[config.mk]
export PLATFORM = sky130hd
export DESIGN_NAME = if_fetch_stage
export DESIGN_NICKNAME = d
export VERILOG_FILES = /design/src/rtl/if_fetch_stage.sv
export SDC_FILE = /design/constraint.sdc
export NUM_CORES = 1
export LEC_CHECK = 0
export CAP_MARGIN = 20
export CELL_PAD_IN_SITES_DETAIL_PLACEMENT = 0
export CELL_PAD_IN_SITES_GLOBAL_PLACEMENT = 1
export CORE_MARGIN = 8
export CORE_UTILIZATION = 35
export CTS_CLUSTER_DIAMETER = 200
export CTS_CLUSTER_SIZE = 25
export DETAILED_ROUTE_END_ITERATION = 10
export HOLD_SLACK_MARGIN = 0.1
export PLACE_DENSITY_LB_ADDON = 0.1
export REMOVE_ABC_BUFFERS = 1
export SYNTH_ARGS = -nofsm -noshare
export SYNTH_HDL_FRONTEND = slang
export SYNTH_SLANG_ARGS = --single-unit
[constraint.sdc]
create_clock -name clk -period 15.85 [get_ports clk]
set_input_delay 3.17 -clock clk [delete_from_list [all_inputs] [get_ports clk]]
set_output_delay 3.17 -clock clk [all_outputs]
set_load 0.01 [all_outputs]
[src/rtl/if_fetch_stage.sv]
// rtl/if_fetch_stage.sv - instruction fetch stage with in-order fetch buffer and IF/ID register
module if_fetch_stage #(
    parameter logic [31:0] RESET_PC = 32'h0000_0000,
    parameter int          DEPTH    = 2,
    parameter logic [31:0] NOP_INST = 32'h0000_0013
) (
    input  logic        clk,
    input  logic        rst,
    input  logic        PC_EN_IF,
    input  logic        reg_FD_stall,
    input  logic        reg_FD_flush,
    input  logic [31:0] branch_target,
    output logic        imem_req_valid,
    input  logic        imem_req_ready,
    output logic [31:0] imem_req_addr,
    input  logic        imem_resp_valid,
    input  logic [31:0] imem_resp_data,
    output logic        valid_ID,
    output logic [31:0] PC_ID,
    output logic [31:0] inst_ID
);
    localparam int PW = $clog2(DEPTH);
    localparam int CW = $clog2(DEPTH + 1);
    localparam int KW = CW + 4;

    logic [31:0]      pc_q, pc_d;
    logic [31:0]      buf_pc_q   [DEPTH];
    logic [31:0]      buf_pc_d   [DEPTH];
    logic [31:0]      buf_data_q [DEPTH];
    logic [31:0]      buf_data_d [DEPTH];
    logic [DEPTH-1:0] buf_filled_q, buf_filled_d;
    logic [PW-1:0]    head_q, head_d, tail_q, tail_d, fill_q, fill_d;
    logic [CW-1:0]    count_q, count_d, pend_q, pend_d;
    logic [KW-1:0]    kill_q, kill_d;
    logic             valid_id_q, valid_id_d;
    logic [31:0]      pc_id_q, pc_id_d, inst_id_q, inst_id_d;

    logic             issue, pop, resp_live;
    logic [KW-1:0]    kill_sum;

    assign imem_req_valid = PC_EN_IF & ~reg_FD_flush & (count_q < CW'(DEPTH)) & ~rst;
    assign imem_req_addr  = pc_q;
    assign issue          = imem_req_valid & imem_req_ready;
    assign pop            = ~reg_FD_flush & ~reg_FD_stall & (count_q != '0) & buf_filled_q[head_q];
    // pend_q counts allocated entries still waiting for data; responses owed to killed requests sit in kill_q
    assign resp_live      = imem_resp_valid & (kill_q == '0) & (pend_q != '0);
    assign kill_sum       = kill_q + KW'(pend_q);

    assign valid_ID = valid_id_q;
    assign PC_ID    = pc_id_q;
    assign inst_ID  = inst_id_q;

    always_comb begin
        pc_d         = pc_q;
        buf_pc_d     = buf_pc_q;
        buf_data_d   = buf_data_q;
        buf_filled_d = buf_filled_q;
        head_d       = head_q;
        tail_d       = tail_q;
        fill_d       = fill_q;
        count_d      = count_q;
        pend_d       = pend_q;
        kill_d       = kill_q;
        valid_id_d   = valid_id_q;
        pc_id_d      = pc_id_q;
        inst_id_d    = inst_id_q;

        if (reg_FD_flush) begin
            pc_d         = branch_target;
            buf_filled_d = '0;
            head_d       = '0;
            tail_d       = '0;
            fill_d       = '0;
            count_d      = '0;
            pend_d       = '0;
            // a response landing this cycle retires one owed response, live or already killed
            kill_d       = (imem_resp_valid && (kill_sum != '0)) ? kill_sum - KW'(1) : kill_sum;
            valid_id_d   = 1'b0;
            inst_id_d    = NOP_INST;
        end else begin
            if (issue) begin
                buf_pc_d[tail_q]     = pc_q;
                buf_filled_d[tail_q] = 1'b0;
                tail_d               = tail_q + PW'(1);
                pc_d                 = pc_q + 32'd4;
            end

            if (imem_resp_valid && (kill_q != '0)) begin
                kill_d = kill_q - KW'(1);
            end else if (resp_live) begin
                buf_data_d[fill_q]   = imem_resp_data;
                buf_filled_d[fill_q] = 1'b1;
                fill_d               = fill_q + PW'(1);
            end

            if (pop) begin
                valid_id_d           = 1'b1;
                pc_id_d              = buf_pc_q[head_q];
                inst_id_d            = buf_data_q[head_q];
                buf_filled_d[head_q] = 1'b0;
                head_d               = head_q + PW'(1);
            end else if (!reg_FD_stall) begin
                valid_id_d = 1'b0;
                inst_id_d  = NOP_INST;
            end

            count_d = count_q + CW'(issue) - CW'(pop);
            pend_d  = pend_q + CW'(issue) - CW'(resp_live);
        end
    end

    always_ff @(posedge clk or posedge rst) begin
        if (rst) begin
            pc_q         <= RESET_PC;
            for (int i = 0; i < DEPTH; i++) begin
                buf_pc_q[i]   <= '0;
                buf_data_q[i] <= '0;
            end
            buf_filled_q <= '0;
            head_q       <= '0;
            tail_q       <= '0;
            fill_q       <= '0;
            count_q      <= '0;
            pend_q       <= '0;
            kill_q       <= '0;
            valid_id_q   <= 1'b0;
            pc_id_q      <= '0;
            inst_id_q    <= NOP_INST;
        end else begin
            pc_q         <= pc_d;
            buf_pc_q     <= buf_pc_d;
            buf_data_q   <= buf_data_d;
            buf_filled_q <= buf_filled_d;
            head_q       <= head_d;
            tail_q       <= tail_d;
            fill_q       <= fill_d;
            count_q      <= count_d;
            pend_q       <= pend_d;
            kill_q       <= kill_d;
            valid_id_q   <= valid_id_d;
            pc_id_q      <= pc_id_d;
            inst_id_q    <= inst_id_d;
        end
    end
endmodule
==> After elaboration in Yosys (flattened, before gate mapping) <==
Index checks and enable logic that the tools add are counted.
{ "totals": {"reg_bits": 240, "in_bits": 71, "out_inout_bits": 98, "word_cells": 128} }
{ "op_classes": {"add_sub_neg": 11, "magnitude_cmp": 12, "n_eq_ne": 2, "mux": 47, "n_bitwise": 21, "reduce_logical": 20} }
{ "op_table": {"columns": ["operator", "count"], "rows": [
  ["$mux W32", 13],
  ["$bwmux W64", 2],
  ["$demux W32 S1", 2],
  ["$add A32 B3 Y32 const B", 1],
  ["$mux W2", 9],
  ["$mux W6", 3],
  ["$mux W1", 15],
  ["$reduce_bool A2 Y1", 6],
  ["$reduce_bool A6 Y1", 2],
  ["$sub A6 B1 Y6 const B", 2],
  ["$and A1 B1 Y1", 9],
  ["$logic_and A1 B1 Y1", 7],
  ["$add A6 B2 Y6", 1],
  ["$ge A2 B2 Y1 const B", 3],
  ["$logic_not A6 Y1", 1],
  ["$lt A1 B2 Y1 const B", 3],
  ["$not A1 Y2", 3],
  ["$reduce_and A2 Y1", 3],
  ["$add A2 B1 Y2", 2],
  ["$and A2 B2 Y2", 2],
  ["$lt A2 B1 Y1 const B", 2],
  ["$not A1 Y1", 4],
  ["$not A2 Y2", 2],
  ["$sub A2 B1 Y2", 2],
  ["8 further kinds", 14]
]} }

==> Longest topological paths before layout <==
{ "logic_depth": {"word_depth": 15, "depth_mapped": 13, "ltp_nobuf": 10} }

==> Least setup slack after synthesis <==
OpenSTA, ideal clock, no wires.
{ "synth_path": {"path_type": "input to output", "from": "input reg_FD_flush", "to": "output imem_req_valid", "arrival_time_ns": 3.624, "required_ns": 12.680, "path_slack_ns": 9.056, "path_stages": 2, "path_buffers": 1, "path_cell_list": "buf_6 -> nor4b_4"} }
{ "synth_between": {"elab_chain_cells": 4} }
{ "synth_rtl": {"columns": ["element", "line_no", "text"], "rows": [
  ["start: declaration", "11", "input logic reg_FD_flush,"],
  ["$not A1 Y1 (no source line)", null, null],
  ["$and A1 B1 Y1 (3 in a row)", "41", "assign imem_req_valid = PC_EN_IF & ~reg_FD_flush & (count_q < CW'(DEPTH)) & ~rst;"],
  ["end: declaration", "13", "output logic imem_req_valid,"]
]} }
No other way between the ends.

==> Worst setup path after layout <==
{ "layout_path": {"from": "input rst", "to": "output imem_req_valid"} }
{ "layout_between": {"elab_chain_cells": 2} }
{ "layout_rtl": {"columns": ["element", "line_no", "text"], "rows": [
  ["start: declaration", "8", "input logic rst,"],
  ["$not A1 Y1", "41", null],
  ["$and A1 B1 Y1", "41", null]
]} }
No other way between the ends.

==> out/results.tsv <==
metric	value	unit
setup bufs post-CTS	0	
Synth async-reset ratio	100	%
GPL Wtd Cong	0.746	
Fin. Hold Viols	0	
Synth Instances	919	
CP bufs+invs	2	
status	complete, no violations	
cts repair resizes	0	
worst r2r path cells	6	
cell repeated most along the worst path	clkdlybuf4s50_1	
Ports	169	
fillcell total	2906	
placed inst area	12800	sq um
final setup vio count	0	
Worst Tran Pin Value	1.06	ns
Worst Skew	0.0287	ns
GRT Util Overall	15.0	%
Detail Route Antenna Nets	0	
initial antenna violation count	1	
vias per cell	5.08	
element type at the critical path end	output port	
Leak	5.73	nW
cell family with most CP delay	buffers and inverters	
Initial Util	35.5	%
Residual DRC	0	
total power	1.26	mW
share of layout cells above drive strength 1	16.6	%
Mapped Area	10900	sq um
clock latency at the later pin of the worst-skew pair	0.49	ns
Max Fanout on Critical Path	3	
largest net degree at the start of global routing	106	
clk sinks	240	
Ys Warns	0	
Max stage delay cell, worst path	clkdlybuf4s50_1	
max-cap violations	0	
vias in the first global route	7636	
DR iter-0 viols	368	
Hold Startpoint	PC_ID[7]	
maximum VDD drop	0.0531	mV
worst r2r src	kill_q[1]	
Clock Pin Slew Worst Setup and Hold Paths	0.10	ns
global-route wire length before repair	44.4	mm
CTS buffer count	13	
Req. time, crit path	12.68	ns
via count	7397	
Final Max Tran Viols	0	
cell area after layout	13200	sq um
core area	30600	sq um
RSZ-0062 raised after global routing	false	
hold buffers post-CTS	0	
H-Tree Depth	1	
Synth Flop Type	dfrtp_1	
period utilization	48.9	%
Hold Path Sink	PC_ID[7]	
Die W	192	um
FF+latch count, synth	240	
Wirelength per Cell	19.1	um
slew margin rel.	29.4	%
Avg Cell Area, Syn	11.8	sq um
Total Negative Setup Slacks	0	ns
HP Class	register to register	
final WL	27.8	mm
Layout area overhead	21.8	%
Startpoint Class	primary input	
slowest cell delay on critical path	0.58	ns
Post-synth EDFFs	0	
minimum clock period	7.75	ns
sequential share of the synthesized area	55.3	%
TritonCTS clock tree	done	
worst path cell trace	clkdlybuf4s50_1, nor4b_4, clkdlybuf4s50_1	
Die Ht	192	um
CTS Root Cell	clkbuf_16	
1st-pass router iterations	5	
r2r endpoint	buf_data_q[28]	
nets	1137	
Reg2Reg Setup Slack	13.11	ns
Power Dens Cells	95.4	nW/um^2
Synth cell types	63	
arrival time worst endpoint	4.58	ns
Crit Path Category	primary input to output port	
num rows	64	
GR Overflow Total	0	
WHS Path Cells	2	
die footprint	37000	sq um
clk buf depth	3	
diode count	0	
number of buffers added on ports	168	
Util after Layout	43.3	%
Detailed Place HPWL	17.9	mm
fmax	129	MHz
-- cells in the mapped netlist (10+ instances only) --
cell      number  share of area [%]
dfrtp_1      237                 55
mux2_2       110                 11
nand2_1      110                3.8
o21ai_0       90                4.1
mux2i_1       67                6.2
nor2_1        27               0.93
clkbuf_1      22               0.76
buf_2         17               0.78
inv_1         16               0.55
nand3_1       15               0.69
ha_1          10                1.2
mux2_4        10                1.4
nand4_1       10               0.58
-- per-layer routing --
layer	vias to the layer above	share of wire (%)	track usage, %
met5	-	0.047	0
met2	163	45	23.8
met3	18	5.4	3.13
li1	3534	-	-
met1	3680	48	21.1
met4	2	1.3	2.59
-- logic make-up after synthesis --
family          count (synthesis)  share of synthesized area, %
flops                         240                          55.3
simple gates                  228                          10.6
mux                           187                          18.9
compound gates                166                          9.57
buf+inv                        79                          3.62
fa+ha+maj                      11                          1.33
xor+xnor                        8                         0.644
-- state kept, by name (all words and copies together) (netlist names), 2 cells and up --
signal         count
imem_req_addr     32
kill_q             6
buf_pc_q          64
count_q            2
inst_ID           32
buf_filled_q       2
buf_data_q        64
PC_ID             32
pend_q             2
-- cells in the final DEF (no fill, tap or decap), types with 4 or more instances in the layout --
| cell | n |
|---|---|
| ha_1 | 10 |
| nor3_1 | 8 |
| dfrtp_1 | 236 |
| a31oi_1 | 8 |
| nor2_1 | 26 |
| mux2_4 | 10 |
| nand2_1 | 110 |
| a221o_1 | 8 |
| o311ai_0 | 9 |
| clkbuf_1 | 5 |
| o211ai_1 | 9 |
| xnor2_1 | 7 |
| nand4_1 | 10 |
| and4_1 | 5 |
| mux2i_1 | 67 |
| o21ai_0 | 90 |
| clkdlybuf4s50_1 | 167 |
| mux2_2 | 110 |
| o21ai_1 | 5 |
| clkbuf_16 | 13 |
| buf_4 | 11 |
| a211oi_1 | 4 |
| and3_1 | 8 |
| a32oi_1 | 4 |
| nor2b_1 | 6 |
| nand3_1 | 14 |
| inv_1 | 15 |
| a21oi_1 | 9 |
| and2_1 | 9 |
-- how the worst max path moves through the flow --
stage | startpoint | endpoint | slack, ns | cells after the start
after floorplan | rst | PC_ID[0] | 6.10 | 1
after global placement | rst | imem_req_valid | 8.10 | 3
after detailed placement | rst | imem_req_valid | 8.08 | 3
after CTS | rst | imem_req_valid | 8.08 | 3
after global routing | rst | imem_req_valid | 8.03 | 3
final | rst | imem_req_valid | 8.10 | 3
-- through the flow --
stage | hold slack (ns) | instances | setup slack, ns
2_1_floorplan | 0.449 | 858 | 6.10
3_3_place_gp | 0.461 | 1432 | 8.10
3_5_place_dp | 0.470 | 1432 | 8.08
4_1_cts | 0.493 | 1452 | 8.08
5_1_grt | 0.514 | 1456 | 8.03
6_report | 0.484 | 1456 | 8.10
-- worst register-to-register path, cell delays in order (launching register included) --
cell and delay (ns):
dfrtp_1 0.44, inv_1 0.13, ha_1 0.24, and3_1 0.22
o211a_2 0.28, nand3_2 0.74, mux2_2 0.59
-- report_power, final --
group          leakage, nW  switching, mW  internal, mW  total [mW]
Clock                0.177          0.205         0.157       0.362
Combinational         2.39         0.0891         0.101       0.190
Sequential            3.17         0.0485         0.663       0.711
Total                 5.73          0.343         0.920        1.26
-- layout make-up --
type	instances	area [sq um]	area share, %
Clock buffer	18	344	2.60
Sequential cell	240	6010	45.4
Timing Repair Buffer	182	1810	13.7
Tap cell	396	495	3.74
Clock inverter	2	20.0	0.151
Inverter	18	75.1	0.567
Multi-Input combinational cell	600	4490	33.9
(Power assumes the default switching activity.)
